===== config.mk =====
export PLATFORM = sky130hd
export DESIGN_NAME = uart_rx_drain
export DESIGN_NICKNAME = d
export VERILOG_FILES = /design/src/rtl/uart_pkg.sv /design/src/rtl/uart_sat_counter.sv /design/src/rtl/uart_rx_drain.sv
export SDC_FILE = /design/constraint.sdc
export NUM_CORES = 1
export LEC_CHECK = 0
export ABC_CLOCK_PERIOD_IN_PS = 1690
export CAP_MARGIN = 40
export CORE_UTILIZATION = 54
export DETAILED_ROUTE_END_ITERATION = 8
export DONT_BUFFER_PORTS = 1
export PLACE_DENSITY = 0.78
export SYNTH_ARGS = -nofsm -noshare
export SYNTH_HDL_FRONTEND = slang
export SYNTH_SLANG_ARGS = --single-unit
export TNS_END_PERCENT = 30

===== constraint.sdc =====
create_clock -name UART_clk -period 1.69 [get_ports UART_clk]
set_input_delay 0.2535 -clock UART_clk [delete_from_list [all_inputs] [get_ports UART_clk]]
set_output_delay 0.2535 -clock UART_clk [all_outputs]
set_load 0.01 [all_outputs]

===== src/rtl/uart_pkg.sv =====
// uart_pkg
//  Shared definitions for the UART RX drain path: layout of one RX status
//  FIFO entry, the drain FSM state encoding and a small helper that tells
//  whether an entry carries any error flag.
//  No ports (package).
package uart_pkg;

  // One FIFO entry: [7:0] data, [8] FE, [9] PE, [10] OE, [11] BE.
  localparam int ENTRY_W  = 12;
  localparam int DATA_MSB = 7;
  localparam int FE_BIT   = 8;
  localparam int PE_BIT   = 9;
  localparam int OE_BIT   = 10;
  localparam int BE_BIT   = 11;

  // Drain FSM encoding (2 bits, kept as plain constants for older flows).
  localparam logic [1:0] ST_IDLE = 2'b00;
  localparam logic [1:0] ST_WAIT = 2'b01;
  localparam logic [1:0] ST_CAPT = 2'b10;
  localparam logic [1:0] ST_HOLD = 2'b11;

  // Field order mirrors the bit layout above, MSB first.
  typedef struct packed {
    logic       be;
    logic       oe;
    logic       pe;
    logic       fe;
    logic [7:0] data;
  } entry_t;

  // True when any of the four error flags of an entry is set.
  function automatic logic any_err(input entry_t e);
    return e.be | e.oe | e.pe | e.fe;
  endfunction

endpackage


===== src/rtl/uart_sat_counter.sv =====
// uart_sat_counter
//  Saturating event counter. Counts one per cycle while i_inc is high,
//  sticks at all-ones, and is zeroed by i_clr (clear wins over increment).
//  Ports:
//   i_clk    in  1   clock
//   i_rst_n  in  1   asynchronous active-low reset
//   i_inc    in  1   count one event this cycle
//   i_clr    in  1   synchronous clear, higher priority than i_inc
//   o_cnt    out W   current count
module uart_sat_counter #(
  parameter int W = 8
) (
  input  logic         i_clk,
  input  logic         i_rst_n,
  input  logic         i_inc,
  input  logic         i_clr,
  output logic [W-1:0] o_cnt
);

  localparam logic [W-1:0] CNT_ZERO = {W{1'b0}};
  localparam logic [W-1:0] CNT_ONE  = {{(W-1){1'b0}}, 1'b1};
  localparam logic [W-1:0] CNT_MAX  = {W{1'b1}};

  logic [W-1:0] r_cnt;

  // Count register: clear first, then increment unless already saturated.
  always_ff @(posedge i_clk or negedge i_rst_n) begin
    if (!i_rst_n) begin
      r_cnt <= CNT_ZERO;
    end else if (i_clr) begin
      r_cnt <= CNT_ZERO;
    end else if (i_inc && (r_cnt != CNT_MAX)) begin
      r_cnt <= r_cnt + CNT_ONE;
    end else begin
      r_cnt <= r_cnt;
    end
  end

  assign o_cnt = r_cnt;

endmodule


===== src/rtl/uart_rx_drain.sv =====
// uart_rx_drain
//  Pops entries from the UART RX status FIFO, splits each into a data byte
//  and error flags, streams them on a valid/ready interface and keeps
//  saturating per-flag error counters. With DROP_ERRORED=1 errored frames
//  are counted and discarded instead of streamed.
//  Ports:
//   UART_clk      in   1      clock
//   rst_n         in   1      asynchronous active-low reset
//   fifo_empty    in   1      RX FIFO empty flag
//   fifo_rd_en    out  1      RX FIFO pop request (one-cycle pulse)
//   fifo_rd_data  in   12     FIFO entry, valid the cycle after a pop
//   m_valid       out  1      output frame valid
//   m_ready       in   1      downstream accepts frame
//   m_data        out  8      received byte
//   m_err         out  4      {BE,OE,PE,FE} of the frame on m_data
//   cnt_clr       in   1      synchronous clear of all counters
//   fe/pe/oe/be_cnt out CNT_W per-flag error counts (saturating)
//   drop_cnt      out  CNT_W  discarded frames (DROP_ERRORED=1 only)
//   err_irq       out  1      one-cycle pulse per errored entry
module uart_rx_drain
  import uart_pkg::*;
#(
  parameter int CNT_W        = 8,
  parameter bit DROP_ERRORED = 1'b0
) (
  input  logic               UART_clk,
  input  logic               rst_n,
  input  logic               fifo_empty,
  output logic               fifo_rd_en,
  input  logic [ENTRY_W-1:0] fifo_rd_data,
  output logic               m_valid,
  input  logic               m_ready,
  output logic [7:0]         m_data,
  output logic [3:0]         m_err,
  input  logic               cnt_clr,
  output logic [CNT_W-1:0]   fe_cnt,
  output logic [CNT_W-1:0]   pe_cnt,
  output logic [CNT_W-1:0]   oe_cnt,
  output logic [CNT_W-1:0]   be_cnt,
  output logic [CNT_W-1:0]   drop_cnt,
  output logic               err_irq
);

  logic [1:0] r_state;
  logic [1:0] w_state_nxt;
  logic       r_m_valid;
  logic [7:0] r_m_data;
  logic [3:0] r_m_err;
  logic       r_err_irq;

  entry_t     w_entry;
  logic       w_capt;
  logic       w_any_err;
  logic       w_drop;

  assign w_entry   = entry_t'(fifo_rd_data);
  assign w_capt    = (r_state == ST_CAPT);
  assign w_any_err = any_err(w_entry);
  assign w_drop    = w_capt && w_any_err && DROP_ERRORED;

  // The pop is issued combinationally from IDLE so it can never overlap an
  // empty FIFO; only one read is ever outstanding because IDLE is left at once.
  assign fifo_rd_en = (r_state == ST_IDLE) && !fifo_empty;

  // Next-state logic of the drain FSM.
  always_comb begin
    w_state_nxt = r_state;
    case (r_state)
      ST_IDLE: begin
        if (!fifo_empty) begin
          w_state_nxt = ST_WAIT;
        end else begin
          w_state_nxt = ST_IDLE;
        end
      end
      // One cycle for the FIFO's registered read port.
      ST_WAIT: w_state_nxt = ST_CAPT;
      ST_CAPT: begin
        if (w_drop) begin
          w_state_nxt = ST_IDLE;
        end else begin
          w_state_nxt = ST_HOLD;
        end
      end
      // m_valid is always high in HOLD, so m_ready alone completes the handshake.
      ST_HOLD: begin
        if (m_ready) begin
          w_state_nxt = ST_IDLE;
        end else begin
          w_state_nxt = ST_HOLD;
        end
      end
      default: w_state_nxt = ST_IDLE;
    endcase
  end

  // State register and registered stream / interrupt outputs.
  always_ff @(posedge UART_clk or negedge rst_n) begin
    if (!rst_n) begin
      r_state   <= ST_IDLE;
      r_m_valid <= 1'b0;
      r_m_data  <= 8'h00;
      r_m_err   <= 4'h0;
      r_err_irq <= 1'b0;
    end else begin
      r_state   <= w_state_nxt;
      r_err_irq <= w_capt && w_any_err;
      if (w_capt && !w_drop) begin
        r_m_valid <= 1'b1;
        r_m_data  <= w_entry.data;
        r_m_err   <= {w_entry.be, w_entry.oe, w_entry.pe, w_entry.fe};
      end else if ((r_state == ST_HOLD) && m_ready) begin
        r_m_valid <= 1'b0;
      end else begin
        r_m_valid <= r_m_valid;
      end
    end
  end

  assign m_valid = r_m_valid;
  assign m_data  = r_m_data;
  assign m_err   = r_m_err;
  assign err_irq = r_err_irq;

  uart_sat_counter #(.W(CNT_W)) u_fe_cnt (
    .i_clk(UART_clk), .i_rst_n(rst_n), .i_inc(w_capt && w_entry.fe),
    .i_clr(cnt_clr), .o_cnt(fe_cnt)
  );

  uart_sat_counter #(.W(CNT_W)) u_pe_cnt (
    .i_clk(UART_clk), .i_rst_n(rst_n), .i_inc(w_capt && w_entry.pe),
    .i_clr(cnt_clr), .o_cnt(pe_cnt)
  );

  uart_sat_counter #(.W(CNT_W)) u_oe_cnt (
    .i_clk(UART_clk), .i_rst_n(rst_n), .i_inc(w_capt && w_entry.oe),
    .i_clr(cnt_clr), .o_cnt(oe_cnt)
  );

  uart_sat_counter #(.W(CNT_W)) u_be_cnt (
    .i_clk(UART_clk), .i_rst_n(rst_n), .i_inc(w_capt && w_entry.be),
    .i_clr(cnt_clr), .o_cnt(be_cnt)
  );

  uart_sat_counter #(.W(CNT_W)) u_drop_cnt (
    .i_clk(UART_clk), .i_rst_n(rst_n), .i_inc(w_drop),
    .i_clr(cnt_clr), .o_cnt(drop_cnt)
  );

endmodule


==> results of run 1 <==
## power by group
part	switching, mW	leakage [nW]	total, mW	internal (mW)
combinational	0.410	0.651	0.723	0.314
clock	0.363	0.0552	0.803	0.439
sequential	0.269	0.639	1.65	1.38
## per-layer routing
| layer | vias up | share of wire (%) | wire length [um] |
|---|---|---|---|
| li1 | 879 | - | - |
| met1 | 885 | 42 | 2000 |
| met2 | 50 | 51 | 2460 |
| met3 | 2 | 6.3 | 300 |
| met4 | 0 | 0.58 | 28 |
| met5 | - | 0 | 0 |
## worst max-delay path: stages (launching register included)
cell and delay, ps:
dfrtp_1 470, and3b_1 370, o211ai_2 170, or3_1 330, a21oi_1 150
## layout make-up
class                           count  area (um^2)  area share (%)
Clock buffer                        6         72.6            2.71
Inverter                            3         11.3           0.421
Multi-Input combinational cell    185         1070            40.2
Clock inverter                      2         35.0            1.31
Tap cell                           50         62.6            2.34
Timing Repair Buffer               25          215            8.05
Sequential cell                    48         1200            45.0
## cells in the mapped netlist (all sizes together) (4+ instances only)
| cell type | instances | area [um^2] |
|---|---|---|
| o211ai | 9 | 72.6 |
| buf | 13 | 103 |
| ha | 4 | 50.1 |
| or3 | 4 | 25.0 |
| dfrtp | 48 | 1200 |
| o21ai | 12 | 60.1 |
| nand3 | 6 | 30.0 |
| nor3 | 5 | 25.0 |
| mux2i | 9 | 90.1 |
| and3 | 7 | 43.8 |
| xor2 | 11 | 96.3 |
| clkbuf | 6 | 22.5 |
| nand2 | 41 | 154 |
| a21oi | 4 | 20.0 |
| nand4 | 9 | 56.3 |
| nor2 | 29 | 109 |
## layout by cell type (no fill, tap or decap), types with 2 or more instances in the layout
master	netlist	routed
nand2_1	41	41
dfrtp_1	48	47
dlygate4sd3_1	0	3
nor2b_1	3	3
clkbuf_8	0	5
or3_1	4	4
xor2_1	11	11
buf_4	10	21
o21ai_0	12	11
mux2i_1	9	9
ha_1	4	4
nor3_1	5	5
nand4_1	9	9
and3b_1	3	3
a21o_1	3	3
inv_1	3	3
o211ai_1	8	8
conb_1	1	8
nand3_1	6	6
and3_1	7	7
nand2b_1	2	2
nor4_1	2	2
a21oi_1	4	4
nor2_1	29	29
## worst min-delay path by stage
stage | start | endpoint | slack [ps] | cells after the start
2_1_floorplan | rst_n | err_irq | -40 | 0
3_3_place_gp | rst_n | u_pe_cnt.o_cnt[3] | -40 | 0
3_5_place_dp | rst_n | u_pe_cnt.o_cnt[3] | -40 | 0
4_1_cts | cnt_clr | u_pe_cnt.o_cnt[3] | 0.08 | 1
5_1_grt | cnt_clr | u_pe_cnt.o_cnt[3] | 0.5 | 1
6_report | cnt_clr | u_pe_cnt.o_cnt[3] | 10 | 1
## repair_timing
| item | CTS | global route |
|---|---|---|
| endpoints found under the hold margin | 51 | 0 |
| endpoints found under the setup margin | 0 | 2 |
| hold buffers | 4 | 0 |
| gates resized for setup | 0 | 2 |
## kinds of logic after synthesis
family | Yosys count
flip-flops | 48
AO/OA/AOI/OAI | 33
AND/OR/NAND/NOR | 118
other | 1
adder cells (fa/ha/maj) | 4
buffers and inverters | 22
multiplexers | 10
XOR/XNOR | 12
## registers in the layout, indices dropped and copies added (netlist names)
register,cells
m_data,8
u_be_cnt.o_cnt,8
u_fe_cnt.o_cnt,8
u_oe_cnt.o_cnt,8
u_pe_cnt.o_cnt,8
m_err,4
r_state,2
err_irq,1
m_valid,1
## metrics by stage
stage / util, % / power, mW / area (um^2) / cells / hold WS (ps)
floorplan: - / 2.21 / 2410 / 255 / -42.1
global placement: 60.9 / 2.33 / 2510 / 307 / -41.1
detailed placement: 60.9 / 2.37 / 2510 / 307 / -41.2
CTS: 64.9 / 3.22 / 2670 / 319 / 0.0778
global route: 65.0 / 3.38 / 2670 / 319 / 0.528
finish: 65.0 / 3.17 / 2670 / 319 / 13.9
==> impl_metrics.toml, run 1 <==
[run_status]
status = "completed"

[timing]
rsz0062_at_grt = "no"
min_period_ps = 1570
setup_ws_ps = 124
post-route-period-util_pct = 92.7
max_freq_mhz = 639
slew_viol_final = 0
fin_setup_tns_ps = 0
finalHoldViolations = 0
fin_skew_ps = 5.01
finalSetupViolations = 0

[place]
gp_congestion = 0.867
dp_slack_ps = 103
dp_hpwl_um = 3460
portBuffers = 0

[detailed_routing]
routed_wirelength_um = 4790
wl_per_cell_um = 15.0
dr.pass1.iters = 4
vias = 1816
ant_nets = 0
avgViaCountPerCell = 5.69
drc = 0
drt_iter0_markers = 70

[synthesis]
synth_xor_area_share_pct = 4.40
synth-compound-area-share_pct = 8.91
synth_seq_cells = 48
synth_cells = 248
async_flop_share_pct = 100
yosysWarnings = 0
synthSimpleGateAreaFrac_pct = 24.1
synth_top_family_by_area = "simple AND/OR/NAND/NOR gates"
avgSynthCellArea_um2 = 9.62
synth_area_mm2 = 0.00239
synth_edf_count = 0
synth.yosys.seq_area_share_pct = 50.3
muxShareOfSynthArea_pct = 4.25
synthAdderAreaFrac_pct = 2.10
ys.flop_type = "dfrtp_1"
yosysUniqueCellTypes = 40

[pwr]
power.density_mw_per_mm2 = 1190
peakVddDrop_v = 0.000793
p_leak_nw = 1.35

[clock_tree]
ctsLongestPathBuffers = 2
clk_pin_slew_worst_paths_ps = 90
cts_setup_buffers = 0
cts_max_level = 2
root_buffer = "clkbuf_8"
cts-buffers-inserted = 5
insertion_delay_ps = 290
tritoncts = "done"
cts.sinks = 48

[worst_setup_path]
rr_worst_depth = 4
cp-start-kind = "flip-flop"
cp.required_ps = 1910
r2r-end = "u_fe_cnt.o_cnt[7]"
cp_max_fo = 10
endpoint = "u_fe_cnt.o_cnt[7]"
startpoint = "r_state[0]"
regToRegStartpoint = "r_state[0]"
crit_type = "flip-flop to flip-flop"
cp.arrival_ps = 1790
endpoint_kind = "flip-flop"
reg2reg_slack_ps = 120

[grt]
gr-usage-met3_pct = 7.50
grt_overflow = 0
grt.busiest_layer = "met2"
use_met2_pct = 38.7
antenna_found_initial = 0
grt_use_total_pct = 22.5
grt_max_degree = 49
grt_pass1_vias = 1794
gr-usage-met1_pct = 26.1
grt_pass1_wl_um = 7770

[die]
coreArea_mm2 = 0.00412
initial_core_util_pct = 58.0
rows = 23
die_height_um = 68.5
die_w_um = 68.5
ios = 72
fp.dieArea_mm2 = 0.00469

[final_layout]
layout.nets = 289
fillers = 343
area_growth_pct = 12.1
drive_above_1_share_pct = 12.6
diodes = 0

[job]
drv_cap = 0

[hold_path]
worstHoldPathType = "input pin to flip-flop"
Note: power is estimated with default switching activity, not from simulation.
==> inputs of run 2 (changes only) <==
- BUFFER_PORTS_ARGS: not set -> -buffer_cell sky130_fd_sc_hd__buf_2
- CORE_UTILIZATION: 54 -> 51
- DONT_BUFFER_PORTS: 1 -> not set
- PLACE_DENSITY: 0.78 -> 0.88
==> impl_metrics.toml, run 2 (synthesis results as in run 1) <==
[pwr]
power.density_mw_per_mm2 = 1170
peakVddDrop_v = 0.000770
p_total_mw = 3.33
p_leak_nw = 1.55

[die]
rows = 24
fp.dieArea_mm2 = 0.00496
initial_core_util_pct = 54.1
die_height_um = 70.4
die_w_um = 70.4
ios = 72
coreArea_mm2 = 0.00441

[final_layout]
fillers = 367
layout.nets = 335
drive_above_1_share_pct = 27.3
mostFrequentLayoutCells = "63 x buf_2, 47 x dfrtp_1, 41 x nand2_1"
final_cell_area_mm2 = 0.00285
multiInputGateArea_mm2 = 0.00108
final-seq-area_mm2 = 0.00120
final_common_cell = "buf_2"
area_growth_pct = 19.2
diodes = 0

[clock_tree]
cts-buffers-inserted = 5
root_buffer = "clkbuf_8"
clk_pin_slew_worst_paths_ps = 90
cts_setup_buffers = 0
cts_max_level = 2
tritoncts = "done"
insertion_delay_ps = 290
cts.sinks = 48
ctsLongestPathBuffers = 2

[timing]
post-route-period-util_pct = 93.1
finalSetupViolations = 0
worst_slew_pin_slew_ps = 586
timing.slew.headroom_pct = 60.9
max_freq_mhz = 635
slew_viol_final = 0
fin_skew_ps = 8.52
finalHoldViolations = 0
whs_ps = 32.3
fin_setup_tns_ps = 0
min_period_ps = 1570

[place]
portBuffers = 63
gp_congestion = 0.841
place_area_mm2 = 0.00273
dp_hpwl_um = 3430

[detailed_routing]
dr.pass1.iters = 4
routed_wirelength_um = 4840
ant_nets = 0
wl_per_cell_um = 13.2
drc = 0
drt_iter0_markers = 74
avgViaCountPerCell = 5.33
vias = 1957

[grt]
antenna_found_initial = 0
grt_pass1_wl_um = 8180
grt_max_degree = 49
grt_use_total_pct = 20.6
grt_overflow = 0
grt_pass1_vias = 1775

[worst_setup_path]
regToRegStartpoint = "u_pe_cnt.o_cnt[0]"
reg2reg_slack_ps = 120
cp.required_ps = 1910
cp_max_fo = 5
cp-start-kind = "flip-flop"
endpoint = "u_pe_cnt.o_cnt[5]"
rr_worst_depth = 5
startpoint = "u_pe_cnt.o_cnt[0]"
crit_type = "flip-flop to flip-flop"
cp.arrival_ps = 1800
r2r-end = "u_pe_cnt.o_cnt[5]"
endpoint_kind = "flip-flop"

[hold_path]
worstHoldPathType = "input pin to asynchronous set/reset pin"

[job]
drv_cap = 0

[run_status]
status = "completed"
==> run 2: changes by cell type in the layout (fill, tap and decap cells not counted), sizes merged <==
cell,delta
buf,+49
dlygate4sd3,-3
==> run 2: per-layer routing <==
metal | share of wire, % | global-route usage, % | wire, um
met2 | 49 | 33.9 | 2350
met1 | 45 | 28.2 | 2190
met4 | 0.35 | 4.44 | 17
met5 | 0 | 0 | 0
met3 | 5.8 | 4.18 | 279
==> run 2: critical path, stage by stage, from the launching register on <==
cell      delay, ps
dfrtp_1         420
ha_1            250
nand3_1         160
o211ai_1        150
or3_1           370
a21oi_1         150
==> run 2: cell type report <==
| cell class | count | area share (%) |
|---|---|---|
| Sequential cell | 48 | 42.3 |
| Multi-Input combinational cell | 185 | 38.1 |
| Timing Repair Buffer | 71 | 13.2 |
| Clock buffer | 6 | 2.55 |
| Tap cell | 52 | 2.29 |
| Clock inverter | 2 | 1.23 |
| Inverter | 3 | 0.396 |
==> run 2: stage by stage <==
stage          setup slack [ps]  util [%]  instances
2_1_floorplan               188         -        255
3_3_place_gp                162      61.8        359
3_5_place_dp               93.0      61.8        359
4_1_cts                    5.60      64.2        367
5_1_grt                   -3.77      64.5        367
6_report                    116      64.5        367
==> run 2: what timing repair did <==
action,CTS,global route
setup endpoints to repair,0,4
gates resized for setup,0,5
hold buffers,0,0
==> run 2: power breakdown <==
part           internal, mW  total, mW  switching, mW  leakage (nW)
logic                 0.420      0.970          0.551         0.858
clock network         0.439      0.805          0.366        0.0552
registers              1.38       1.55          0.179         0.639
==> run 2: how the worst min path moves through the flow <==
| stage | start | depth (start not counted) | slack (ps) | endpoint |
|---|---|---|---|---|
| after floorplan | rst_n | 0 | -40 | err_irq |
| after global placement | rst_n | 2 | 380 | u_pe_cnt.o_cnt[4] |
| after detailed placement | rst_n | 2 | 390 | u_pe_cnt.o_cnt[4] |
| after CTS | rst_n | 2 | 60 | u_pe_cnt.o_cnt[4] |
| after global routing | rst_n | 2 | 90 | u_pe_cnt.o_cnt[4] |
| final | rst_n | 2 | 30 | u_pe_cnt.o_cnt[4] |
==> inputs of run 3 (changes only) <==
- MAX_ROUTING_LAYER: not set -> met4
==> impl_metrics.toml, run 3 (synthesis results as in run 1) <==
[run_status]
status = "completed"

[worst_setup_path]
critPathMaxStageDelay_ps = 420
cp.arrival_ps = 1740
regToRegStartpoint = "u_oe_cnt.o_cnt[0]"
endpoint = "u_oe_cnt.o_cnt[0]"
rr_worst_depth = 6
cp.required_ps = 1860
startpoint = "u_oe_cnt.o_cnt[0]"
crit_chain = "ha_2, nand3_1, o211ai_1, buf_4, xor2_1, nor2_1"
cp_max_fo = 5
reg2reg_slack_ps = 110
cpMaxStageDelayCell = "dfrtp_1"
endpoint_kind = "flip-flop"
cp-start-kind = "flip-flop"
r2r-end = "u_oe_cnt.o_cnt[0]"
crit_type = "flip-flop to flip-flop"

[detailed_routing]
highest_layer = "met4"
avgViaCountPerCell = 5.39
met3_length_um = 249
routed_wirelength_um = 4840
vias = 1978
drt_iter0_markers = 69
ant_nets = 0
met2_length_um = 2340
dr.pass1.iters = 6
wl_per_cell_um = 13.2
drc = 0
drt-met1-wl_um = 2210

[final_layout]
final_util_pct = 64.5
layout.nets = 335
drive_above_1_share_pct = 27.3
fillers = 367
final_cell_area_mm2 = 0.00285
mostFrequentLayoutCells = "63 x buf_2, 47 x dfrtp_1, 41 x nand2_1"
multiInputGateArea_mm2 = 0.00108
diodes = 0
final_common_cell = "buf_2"
final-seq-area_mm2 = 0.00120
area_growth_pct = 19.2

[clock_tree]
tritoncts = "done"
cts-buffers-inserted = 5
cts.sinks = 48
insertion_delay_ps = 300
cts_max_level = 2
clk_pin_slew_worst_paths_ps = 90
ctsLongestPathBuffers = 2
cts_setup_buffers = 0
root_buffer = "clkbuf_8"

[timing]
setup_ws_ps = 115
finalSetupViolations = 0
slew_viol_final = 0
max_freq_mhz = 635
min_period_ps = 1580
timing.slew.headroom_pct = 61.1
fin_skew_ps = 8.37
post-route-period-util_pct = 93.2
finalHoldViolations = 0
worst_slew_pin_slew_ps = 583

[place]
portBuffers = 63
dp_slack_ps = 93.0
gp_congestion = 0.855
dp_hpwl_um = 3430
place_area_mm2 = 0.00273

[pwr]
p_total_mw = 3.33
peakVddDrop_v = 0.000768
power.density_mw_per_mm2 = 1170
p_leak_nw = 1.55

[die]
coreArea_mm2 = 0.00441
ios = 72
fp.dieArea_mm2 = 0.00496
rows = 24
die_w_um = 70.4
initial_core_util_pct = 54.1
die_height_um = 70.4

[grt]
grt_overflow = 0
grt_pass1_wl_um = 8180
antenna_found_initial = 0
grt_use_total_pct = 21.2
grt_pass1_vias = 1777
grt_max_degree = 49

[hold_path]
worstHoldPathType = "input pin to asynchronous set/reset pin"

[job]
drv_cap = 0
## run 3: cell counts in the layout (fill, tap and decap cells not counted)
No cell type changed its count.
## run 3: area by class of cell
class	instances	area share [%]
multi-input combinational	185	38.1
tap	52	2.29
clock inverter	2	1.23
timing repair buffer	71	13.2
clock buffer	6	2.55
sequential	48	42.3
inverter	3	0.396
## run 3: worst min-delay path by stage
| stage | cells past startpoint | endpoint | slack, ps | startpoint |
|---|---|---|---|---|
| after floorplan | 0 | err_irq | -40 | rst_n |
| after global placement | 2 | u_pe_cnt.o_cnt[4] | 380 | rst_n |
| after detailed placement | 2 | u_pe_cnt.o_cnt[4] | 390 | rst_n |
| after CTS | 2 | u_pe_cnt.o_cnt[4] | 60 | rst_n |
| after global routing | 2 | u_pe_cnt.o_cnt[4] | 90 | rst_n |
| final | 2 | u_pe_cnt.o_cnt[4] | 30 | rst_n |
## run 3: per-layer routing
layer  vias up  track usage (%)
li1        972                -
met1       921             28.2
met2        77             33.9
met3         8             4.18
met4         0             4.44
met5         -                -
## run 3: worst max-delay path, delay by kind of cell (launching register included)
family | cells | cell delay [ps]
flops | 1 | 420
compound gates | 1 | 260
fa+ha+maj | 1 | 250
buf+inv | 1 | 180
xor+xnor | 1 | 180
simple gates | 2 | 160
## run 3: report_power, final
group | switching (mW) | internal [mW]
logic | 0.550 | 0.420
registers | 0.178 | 1.38
clock network | 0.365 | 0.439
## run 3: stage by stage
step	instances	TNS, ps	hold slack, ps
floorplan	255	0	-42.1
global placement	359	0	381
detailed placement	359	0	387
CTS	367	0	58.9
global route	367	-3.77	89.6
finish	367	0	30.0
## run 3: timing repair
action | in CTS | in global routing
endpoints found under the setup margin | 0 | 4
hold buffers | 0 | 0
resized for setup | 0 | 5
